===== src/rtl/led_pulse_stretcher_if.sv =====
// rtl/led_pulse_stretcher_if.sv - event/status bundle between the event source and the LED pulse stretcher
interface led_pulse_stretcher_if #(
   parameter int MAX_PENDING = 15
);
   localparam int PEND_W = $clog2(MAX_PENDING + 1);

   logic              event_in;
   logic              clr_overflow;
   logic              led_out;
   logic              busy;
   logic [PEND_W-1:0] pending_cnt;
   logic              overflow;

   modport master (
      output event_in,
      output clr_overflow,
      input  led_out,
      input  busy,
      input  pending_cnt,
      input  overflow
   );

   modport slave (
      input  event_in,
      input  clr_overflow,
      output led_out,
      output busy,
      output pending_cnt,
      output overflow
   );
endinterface


===== src/rtl/led_pulse_stretcher.sv =====
// rtl/led_pulse_stretcher.sv - one clean LED blink per event with minimum on/off times
// Define LED_PENDING_QUEUE_EN to queue events that arrive mid-blink instead of dropping them.
module led_pulse_stretcher #(
   parameter int ON_TIME     = 5000000,
   parameter int OFF_TIME    = 5000000,
   parameter int MAX_PENDING = 15
) (
   input logic                  clk,
   input logic                  rst_n,
   led_pulse_stretcher_if.slave bus
);
   localparam int PEND_W  = $clog2(MAX_PENDING + 1);
   localparam int T_MAX   = (ON_TIME > OFF_TIME) ? ON_TIME : OFF_TIME;
   localparam int TIMER_W = $clog2(T_MAX + 1);
   localparam logic [TIMER_W-1:0] ON_LAST  = TIMER_W'(ON_TIME - 1);
   localparam logic [TIMER_W-1:0] OFF_LAST = TIMER_W'(OFF_TIME - 1);

   typedef enum logic [1:0] {
      IDLE = 2'd0,
      ON   = 2'd1,
      GAP  = 2'd2
   } state_t;

   state_t             state_q, state_d;
   logic [TIMER_W-1:0] timer_q, timer_d;
   logic               led_q;
   logic               ovf_q;
   logic               ovf_set;
   logic               ev_busy;
   logic               gap_last;
   logic               replay;

   assign ev_busy  = bus.event_in && (state_q != IDLE);
   assign gap_last = (state_q == GAP) && (timer_q == OFF_LAST);

`ifdef LED_PENDING_QUEUE_EN
   logic [PEND_W-1:0] pend_q, pend_d;
   logic              consume;

   // An event landing in the last gap cycle restarts the LED directly, so it counts as a replay source.
   assign replay  = (pend_q != '0) || bus.event_in;
   assign consume = gap_last && replay;

   always_comb begin
      pend_d  = pend_q;
      ovf_set = 1'b0;
      if (ev_busy && !consume) begin
         if (pend_q == PEND_W'(MAX_PENDING)) begin
            ovf_set = 1'b1;
         end else begin
            pend_d = pend_q + PEND_W'(1);
         end
      end else if (consume && !ev_busy) begin
         pend_d = pend_q - PEND_W'(1);
      end
   end

   always_ff @(posedge clk or negedge rst_n) begin
      if (!rst_n) begin
         pend_q <= '0;
      end else begin
         pend_q <= pend_d;
      end
   end

   assign bus.pending_cnt = pend_q;
`else
   assign replay          = 1'b0;
   assign ovf_set         = ev_busy;
   assign bus.pending_cnt = '0;
`endif

   always_comb begin
      state_d = state_q;
      timer_d = timer_q;
      unique case (state_q)
         IDLE: begin
            if (bus.event_in) begin
               state_d = ON;
               timer_d = '0;
            end
         end
         ON: begin
            if (timer_q == ON_LAST) begin
               state_d = GAP;
               timer_d = '0;
            end else begin
               timer_d = timer_q + TIMER_W'(1);
            end
         end
         GAP: begin
            if (gap_last) begin
               state_d = replay ? ON : IDLE;
               timer_d = '0;
            end else begin
               timer_d = timer_q + TIMER_W'(1);
            end
         end
         default: begin
            state_d = IDLE;
            timer_d = '0;
         end
      endcase
   end

   always_ff @(posedge clk or negedge rst_n) begin
      if (!rst_n) begin
         state_q <= IDLE;
         timer_q <= '0;
         led_q   <= 1'b0;
         ovf_q   <= 1'b0;
      end else begin
         state_q <= state_d;
         timer_q <= timer_d;
         led_q   <= (state_d == ON);
         // A fresh loss outranks a coincident clear.
         if (ovf_set) begin
            ovf_q <= 1'b1;
         end else if (bus.clr_overflow) begin
            ovf_q <= 1'b0;
         end
      end
   end

   assign bus.led_out  = led_q;
   assign bus.busy     = (state_q != IDLE);
   assign bus.overflow = ovf_q;
endmodule


===== src/flat_wrapper.sv =====
// flat-port wrapper written by rule: the top's interface ports become plain ports
module led_pulse_stretcher_flat 
#(
   parameter int ON_TIME     = 5000000,
   parameter int OFF_TIME    = 5000000,
   parameter int MAX_PENDING = 15
)
  (clk, rst_n, bus_event_in, bus_clr_overflow, bus_led_out, bus_busy, bus_pending_cnt, bus_overflow);
  led_pulse_stretcher_if #(.MAX_PENDING(MAX_PENDING)) bus_i ();
  input logic clk;
  input logic rst_n;
  input wire logic [$bits(bus_i.event_in)-1:0] bus_event_in;
  input wire logic [$bits(bus_i.clr_overflow)-1:0] bus_clr_overflow;
  output wire logic [$bits(bus_i.led_out)-1:0] bus_led_out;
  output wire logic [$bits(bus_i.busy)-1:0] bus_busy;
  output wire logic [$bits(bus_i.pending_cnt)-1:0] bus_pending_cnt;
  output wire logic [$bits(bus_i.overflow)-1:0] bus_overflow;
  assign bus_i.event_in = bus_event_in;
  assign bus_i.clr_overflow = bus_clr_overflow;
  assign bus_led_out = bus_i.led_out;
  assign bus_busy = bus_i.busy;
  assign bus_pending_cnt = bus_i.pending_cnt;
  assign bus_overflow = bus_i.overflow;
  led_pulse_stretcher #(.ON_TIME(ON_TIME), .OFF_TIME(OFF_TIME), .MAX_PENDING(MAX_PENDING)) u_core (.clk(clk), .rst_n(rst_n), .bus(bus_i));
endmodule

===== config.mk =====
export PLATFORM = sky130hd
export DESIGN_NAME = led_pulse_stretcher_flat
export DESIGN_NICKNAME = d
export VERILOG_FILES = /design/src/rtl/led_pulse_stretcher_if.sv /design/src/rtl/led_pulse_stretcher.sv /design/src/flat_wrapper.sv
export SDC_FILE = /design/constraint.sdc
export NUM_CORES = 1
export LEC_CHECK = 0
export ABC_CLOCK_PERIOD_IN_PS = 2700
export BUFFER_PORTS_ARGS = -buffer_cell sky130_fd_sc_hd__buf_2
export CAP_MARGIN = 20
export CORE_MARGIN = 2
export CORE_UTILIZATION = 59
export DETAILED_ROUTE_END_ITERATION = 6
export GPL_TIMING_DRIVEN = 0
export PLACE_DENSITY = 0.78
export SETUP_SLACK_MARGIN = 0.15
export SLEW_MARGIN = 20
export SYNTH_ARGS = -nofsm -noshare
export SYNTH_HDL_FRONTEND = slang
export SYNTH_SLANG_ARGS = --single-unit

===== constraint.sdc =====
create_clock -name clk -period 2.7 [get_ports clk]
set_input_delay 0.405 -clock clk [delete_from_list [all_inputs] [get_ports clk]]
set_output_delay 0.405 -clock clk [all_outputs]
set_load 0.005 [all_outputs]

# == Word level (Yosys, flattened, before mapping) ==
# Cells that the tools add are included.
# word_totals
regBits,27
latchBits,0
ram_bits,0
romBits,0
output_inout_bits,7
elab_cells,25
n_memories,0
# op_classes
add_sub_neg,1
mul,0
div_mod_pow,0
n_lt_le_gt_ge,0
eq_ne,5
n_shift,0
muxes,10
n_bitwise,0
reduce_logical,5
# ops
op,count
$mux 23,3
$pmux 23 s3,1
$add 23x1->23 const B,1
$eq 23x23->1 const B,1
$mux 2,3
$pmux 2 s3,1
$eq 2x1->1 const B,2
$reduce_bool 2->1,2
$eq 2x2->1 const B,1
$logic_and 1x1->1,2
$logic_not 2->1,1
$mux 1,2
$ne 2x2->1 const B,1

# == Logic depth before layout (Yosys ltp) ==
# Gate-level depths: netlist of run 1.
# depth
ltp_word,5
depth_mapped,9

# == Worst setup path after synthesis of run 1 ==
# No wires, ideal clock.
# synth_path
path_kind,register to register
startpoint,register u_core.state_q[0]
endpoint,register u_core.timer_q[20]
setup_time_ns,0.123
arrival_ns,1.799
required_time_ns,2.577
slack_ns,0.778
stages_incl_launch_ff,9
path_buffers,1
cell_sequence,dfrtp_1 > inv_1 > ha_1 > nor2b_1 > clkbuf_1 > nor3_1 > nand4_1 > xor2_1 > nor2_1
# synth_between
elab_chain_cells,4
# synth_lines
element,line,text
"start, declared",led_pulse_stretcher.sv:24,"state_t state_q, state_d;"
"start signal, assigned",led_pulse_stretcher.sv:113,state_q <= state_d;
$eq 2x2->1,"led_pulse_stretcher.sv:34, led_pulse_stretcher.sv:76",
$logic_and 1x1->1,led_pulse_stretcher.sv:34,assign gap_last = (state_q == GAP) && (timer_q == OFF_LAST);
$mux 23,led_pulse_stretcher.sv:92,if (gap_last) begin
$pmux 23 s3,led_pulse_stretcher.sv:76,unique case (state_q)
"end signal, assigned",led_pulse_stretcher.sv:114,timer_q <= timer_d;
"end, declared",led_pulse_stretcher.sv:25,"logic [TIMER_W-1:0] timer_q, timer_d;"
# Parallel ways exist; a longest one is shown, timed or not.
# A chain may end at the register's enable or synchronous reset.

# == Final worst setup path of run 1 ==
# layout_path
startpoint,register u_core.state_q[0]
endpoint,register u_core.timer_q[16]
# The elaborated chain is that of the path after synthesis.

==> reports/metrics.yaml, run 1 <==
outcome: "finished clean"
start_kind: "flip-flop"
grt_max_degree: 28
area_growth_pct: 6.86
worst_pin_slew_ns: 0.795
critPathRequiredTime_ns: 2.96
rows: 18
place_ws_ns: 0.470
via_per_inst: 5.74
netlist.area_leader.share: 0.441
insertedDiodeCount: 0
timing.final.ws_setup_ns: 0.378
fin_nets: 181
synth_most_common_cell: "dfrtp_1"
setup-violations-final: 0
r2r-start: "u_core.state_q[0]"
avgRoutedWirePerCell_um: 13.8
layout-drive-gt1-share: 0.146
p_leak_nw: 0.775
avgSynthCellArea_um2: 9.70
power.density_nw_per_um2: 365
cts_hold_buf: 0
gp_congestion: 0.828
htreeDepth: 1
synth_cell_types: 37
reg2reg_depth: 8
holdCritPathClass: "primary input to asynchronous set/reset pin"
netlist_area_um2: 1530
die_w_um: 55.0
dieArea_um2: 3020
synthTopCellsByArea: "dfrtp_1, xor2_1, nor2_1, ha_1, nand4_1"
max_freq_ghz: 0.431
finalHoldViolCount: 0
fin_util: 0.661
cts.sinks: 27
num_vias: 1154
r2r_setup_slack_ns: 0.38
start_util: 0.619
slew_viol_final: 0
crit_arrival_ns: 2.58
ios: 11
async_reset_ff_frac: 1.00
numCtsBuffers: 3
antenna_found_initial: 0
path_clk_slew_ns: 0.14
ir_worst_vdd_v: 0.000381
clk_path_buf_depth: 2
synth-main-ff-cell: "dfrtp_1"
synth_seq_cells: 27
cts-resized-gates: 0
gr-total-overflow: 0
grt_pass1_vias: 1023
ys_seq_area_frac: 0.441
firstDrtPassIters: 4
drt_wl_total_mm: 2.77
worstPathMaxFanout: 8
core_area_um2: 2480
die_y_um: 55.0
yosys_warnings: 0
cts_root_buf: "clkbuf_4"
crit_path_end_kind: "flip-flop"
path_class: "flip-flop to flip-flop"
place_inst: 197
netlist_instances: 158
grt_first_pass_wirelength_mm: 4.58
power.total_mw: 0.598
setup_tns_ns: 0
dp_hpwl_mm: 2.08
timing.rr.end: "u_core.timer_q[16]"
postCtsSetupBuffers: 0
tritoncts: "built"
drt_iter0_markers: 20
layout.cells.non_filler: 201
insertion_delay_ns: 0.32
drc_errors: 0
ys_top_cells_by_count: "dfrtp_1, nor2_1, nand2_1, xor2_1, nand3_1"
rsz0062_at_grt: "false"
period_share: 0.860
yosysTopAreaCell: "dfrtp_1"
portBuffers: 6
postRouteAntennaNets: 0
relSlewSlack: 0.466
synth_edf_count: 0
period_minus_slack_ns: 2.32
skew_ns: 0.00572
max-cap-violations: 0
grt_usage: 0.214
## report_power, final
| part | internal (mW) | switching, mW | total [mW] |
|---|---|---|---|
| Clock | 0.0579 | 0.116 | 0.174 |
| Sequential | 0.405 | 0.000555 | 0.406 |
| Combinational | 0.00668 | 0.0114 | 0.0181 |
| Total | 0.470 | 0.128 | 0.598 |
## how the worst max path moves through the flow
stage / start / endpoint / slack (ns) / cells after the start
3_5_place_dp: u_core.state_q[1] / u_core.timer_q[16] / 0.47 / 8
6_report: u_core.state_q[0] / u_core.timer_q[16] / 0.38 / 8
4_1_cts: u_core.state_q[1] / u_core.timer_q[16] / 0.41 / 8
5_1_grt: u_core.state_q[1] / u_core.timer_q[16] / 0.17 / 8
3_3_place_gp: u_core.state_q[0] / u_core.timer_q[16] / 0.46 / 8
2_1_floorplan: u_core.state_q[0] / u_core.timer_q[20] / 0.78 / 8
## registers in the layout, summed over array words and instances (netlist names)
register	flops
u_core.timer_q	23
u_core.bus.overflow	1
u_core.bus.led_out	1
u_core.state_q	2
## worst max-delay path, stage by stage, from the launching register on
cell      delay, ns
dfrtp_1        0.42
inv_1          0.08
ha_1           0.23
nor2b_1        0.14
clkbuf_1       0.21
nor3_1         0.66
nand4_1        0.22
xor2_1         0.18
nor2_1         0.12
## area by class of cell
type / instances / area [um^2]
Inverter: 8 / 30.0
Clock buffer: 4 / 26.3
Buffer: 7 / 48.8
Timing Repair Buffer: 6 / 30.0
Multi-Input combinational cell: 119 / 790
Fill cell: 216 / 840
Sequential cell: 27 / 676
Tap cell: 30 / 37.5
## placed cells by master (no fill, tap or decap), drive strengths merged, types with 4 or more instances in the layout
cell    instances
clkbuf          6
nor3            6
nor4            4
dfrtp          27
ha              5
nand4           9
buf            11
xor2           13
inv             8
nor2           22
conb            4
nand2          13
nand3          11
a21oi           6
## kinds of logic after synthesis
family / count (synthesis) / synth area share
other: 1 / 0.00245
muxes: 1 / 0.00735
adders and majority gates: 5 / 0.0408
buffers and inverters: 15 / 0.0514
and+or+nand+nor: 75 / 0.273
xor gates and xnor gates: 16 / 0.0914
DFF: 27 / 0.441
AOI/OAI and AO/OA: 18 / 0.0922
## routing by layer
metal  GRT usage  routed length [um]  vias up
met5           0                   0        -
met2       0.331                1320       21
met1       0.297                1310      556
met3      0.0242                  88        6
li1            -                   -      571
met4       0.110                  57        0
## per-stage QoR
step | hold WS [ns] | instance area [um^2]
3_3_place_gp | 0.435 | 1610
2_1_floorplan | 0.109 | 1540
6_report | 0.0551 | 1640
4_1_cts | 0.0774 | 1640
5_1_grt | 0.0997 | 1640
3_5_place_dp | 0.444 | 1610
No activity file was read; power rests on OpenSTA's default activity.
==> inputs of run 2 (changes only) <==
--- a/config.mk
+++ b/config.mk
@@ -6,11 +6,11 @@
 export NUM_CORES = 1
 export LEC_CHECK = 0
 export ABC_CLOCK_PERIOD_IN_PS = 2700
-export BUFFER_PORTS_ARGS = -buffer_cell sky130_fd_sc_hd__buf_2
 export CAP_MARGIN = 20
 export CORE_MARGIN = 2
-export CORE_UTILIZATION = 59
+export CORE_UTILIZATION = 62
 export DETAILED_ROUTE_END_ITERATION = 6
+export DONT_BUFFER_PORTS = 1
 export GPL_TIMING_DRIVEN = 0
 export PLACE_DENSITY = 0.78
 export SETUP_SLACK_MARGIN = 0.15
==> run 2 against run 1 <==
Net effect: combinational power grew 4%; cell count decreased by 2.0%; critical path depth stayed put; first-iteration DRC count up 5.0%; hold slack better by 0.17 ns; sequential cell count is the same; fmax down 0.75%; power down 0.32%; setup slack worse by 0.017 ns; clock power about the same; count of clock-buffer cells in the layout fell by 1; largest cell class unchanged.
==> reports/metrics.yaml, run 2 (synthesis gave the netlist of run 1 again) <==
crit_chain: "inv_1, ha_1, nor2b_1, clkbuf_1, nor3_1, nand4_1, xor2_1, nor2_1"  # unchanged
die_w_um: 53.7  # was 55.0 um
core_area_um2: 2410  # was 2480 um^2
ios: 11  # unchanged
insertion_delay_ns: 0.33  # was 0.32 ns
ir_worst_vdd_v: 0.000395  # was 0.000381 V
area_growth_pct: 6.94  # was 6.86%
layout.cells.non_filler: 197  # was 201
p_leak_nw: 0.768  # was 0.775 nW
worstPathMaxFanout: 8  # unchanged
via_per_inst: 5.73  # was 5.74
seqCellArea_um2: 676  # unchanged
avgRoutedWirePerCell_um: 13.4  # was 13.8 um
layout-drive-gt1-share: 0.126  # was 0.146
gp_congestion: 0.781  # was 0.828
dieArea_um2: 2890  # was 3020 um^2
skew_ns: 0.0132  # was 0.00572 ns
dp_hpwl_mm: 1.97  # was 2.08 mm
cts_hold_buf: 2  # was 0
antenna_found_initial: 0  # unchanged
start_util: 0.636  # was 0.619
power.density_nw_per_um2: 364  # was 365 nW/um^2
gr-total-overflow: 0  # unchanged
grt_pass1_vias: 1013  # was 1,023
multi_input_area_um2: 790  # unchanged
num_vias: 1129  # was 1,154
fillers: 185  # was 216
cts_root_buf: "clkbuf_4"  # unchanged
largest_register: "u_core.timer_q"  # unchanged
cts-resized-gates: 0  # unchanged
die_y_um: 53.7  # was 55.0 um
grt_max_degree: 28  # unchanged
path_clk_slew_ns: 0.15  # was 0.14 ns
worst-path-buf-inv: 2  # unchanged
start_kind: "flip-flop"  # unchanged
numCtsBuffers: 3  # unchanged
max-cap-violations: 0  # unchanged
crit_path_end_kind: "flip-flop"  # unchanged
setup-violations-final: 0  # unchanged
postCtsSetupBuffers: 0  # unchanged
power.total_mw: 0.596  # was 0.598 mW
max_freq_ghz: 0.427  # was 0.431 GHz
path_class: "flip-flop to flip-flop"  # unchanged
grt_first_pass_wirelength_mm: 4.51  # was 4.58 mm
rows: 18  # unchanged
largestRegisters: "u_core.timer_q x23, u_core.state_q x2"  # unchanged
crit_slowest_cell: "nor3_1"  # unchanged
drt_iter0_markers: 21  # was 20
rsz0062_at_grt: "false"  # unchanged
worst_pin_slew_ns: 0.832  # was 0.795 ns
fin_nets: 177  # was 181
cts.sinks: 27  # unchanged
period_share: 0.867  # was 0.860
outcome: "finished clean"  # unchanged
finalHoldViolCount: 0  # unchanged
fin_util: 0.680  # was 0.661
cpPeakStageDelay_ns: 0.69  # was 0.66 ns
grt_usage: 0.215  # was 0.214
clk_path_buf_depth: 2  # unchanged
drc_errors: 0  # unchanged
crit_arrival_ns: 2.56  # was 2.58 ns
dpl_cell_area_um2: 1580  # was 1610 um^2
setup_tns_ns: 0  # unchanged
tritoncts: "built"  # unchanged
period_minus_slack_ns: 2.34  # was 2.32 ns
most-common-layout-cells: "dfrtp_1, nor2_1, nand2_1, xor2_1, nand3_1"  # unchanged
firstDrtPassIters: 4  # unchanged
relSlewSlack: 0.441  # was 0.466
insertedDiodeCount: 0  # unchanged
slew_viol_final: 0  # unchanged
portBuffers: 0  # was 6
design_area_um2: 1640  # about the same
holdCritPathClass: "primary input to flip-flop"  # was primary input to asynchronous set/reset pin
place_inst: 191  # was 197
postRouteAntennaNets: 0  # unchanged
largest_reg_flops: 23  # unchanged
htreeDepth: 1  # unchanged
critPathRequiredTime_ns: 2.92  # was 2.96 ns
drt_wl_total_mm: 2.64  # was 2.77 mm
mostFrequentLayoutCell: "dfrtp_1"  # unchanged
path_delay_family: "simple AND/OR/NAND/NOR gates"  # unchanged
==> run 2: cell count changes in the layout (fill, tap and decap cells not counted), sizes merged <==
cell	previous run	this run
dlygate4sd3	0	1
clkbuf	6	5
buf	11	6
clkinv	0	1
==> run 2: per-layer routing <==
metal | global-route usage | part of all wire | wire, um
met5 | 0 | 0 | 0
met4 | 0.0513 | 0.011 | 30
met3 | 0.0611 | 0.037 | 97
met2 | 0.337 | 0.49 | 1290
met1 | 0.293 | 0.46 | 1230
==> run 2: final timing paths <==
path / start / to / slack [ns] / depth (start not counted)
max: u_core.state_q[1] / u_core.timer_q[20] / 0.36 / 8
min: bus_event_in / u_core.bus.overflow / 0.23 / 1
max reg2reg: u_core.state_q[1] / u_core.timer_q[20] / 0.36 / 8
min reg2reg: u_core.timer_q[0] / u_core.timer_q[0] / 0.54 / 1
max in group asynchronous: rst_n / u_core.timer_q[10] / 2.05 / 2
min in group asynchronous: rst_n / u_core.timer_q[21] / 0.49 / 2
==> run 2: cell type report <==
type                            count  share of cell area
Clock buffer                        3              0.0137
Inverter                            8              0.0183
Buffer                              7              0.0298
Sequential cell                    27               0.412
Multi-Input combinational cell    119               0.482
Tap cell                           30              0.0229
Timing Repair Buffer                2              0.0183
Clock inverter                      1             0.00305
==> run 2: stage by stage <==
stage | hold WS [ns] | setup slack (ns)
2_1_floorplan | 0.109 | 0.778
6_report | 0.228 | 0.360
5_1_grt | 0.209 | 0.160
4_1_cts | 0.227 | 0.371
3_3_place_gp | 0.110 | 0.453
3_5_place_dp | 0.110 | 0.386
==> run 2: worst reg2reg max path: stages (launching register included) <==
cell,delay [ns]
dfrtp_1,0.45
inv_1,0.09
ha_1,0.22
nor2b_1,0.14
clkbuf_1,0.21
nor3_1,0.69
nand4_1,0.20
xor2_1,0.18
nor2_1,0.05
==> run 2: report_power, final <==
group	internal (mW)	total, mW	switching (mW)
Combinational	0.00844	0.0189	0.0104
Sequential	0.405	0.406	0.000926
Clock	0.0556	0.171	0.115
Total	0.469	0.596	0.127
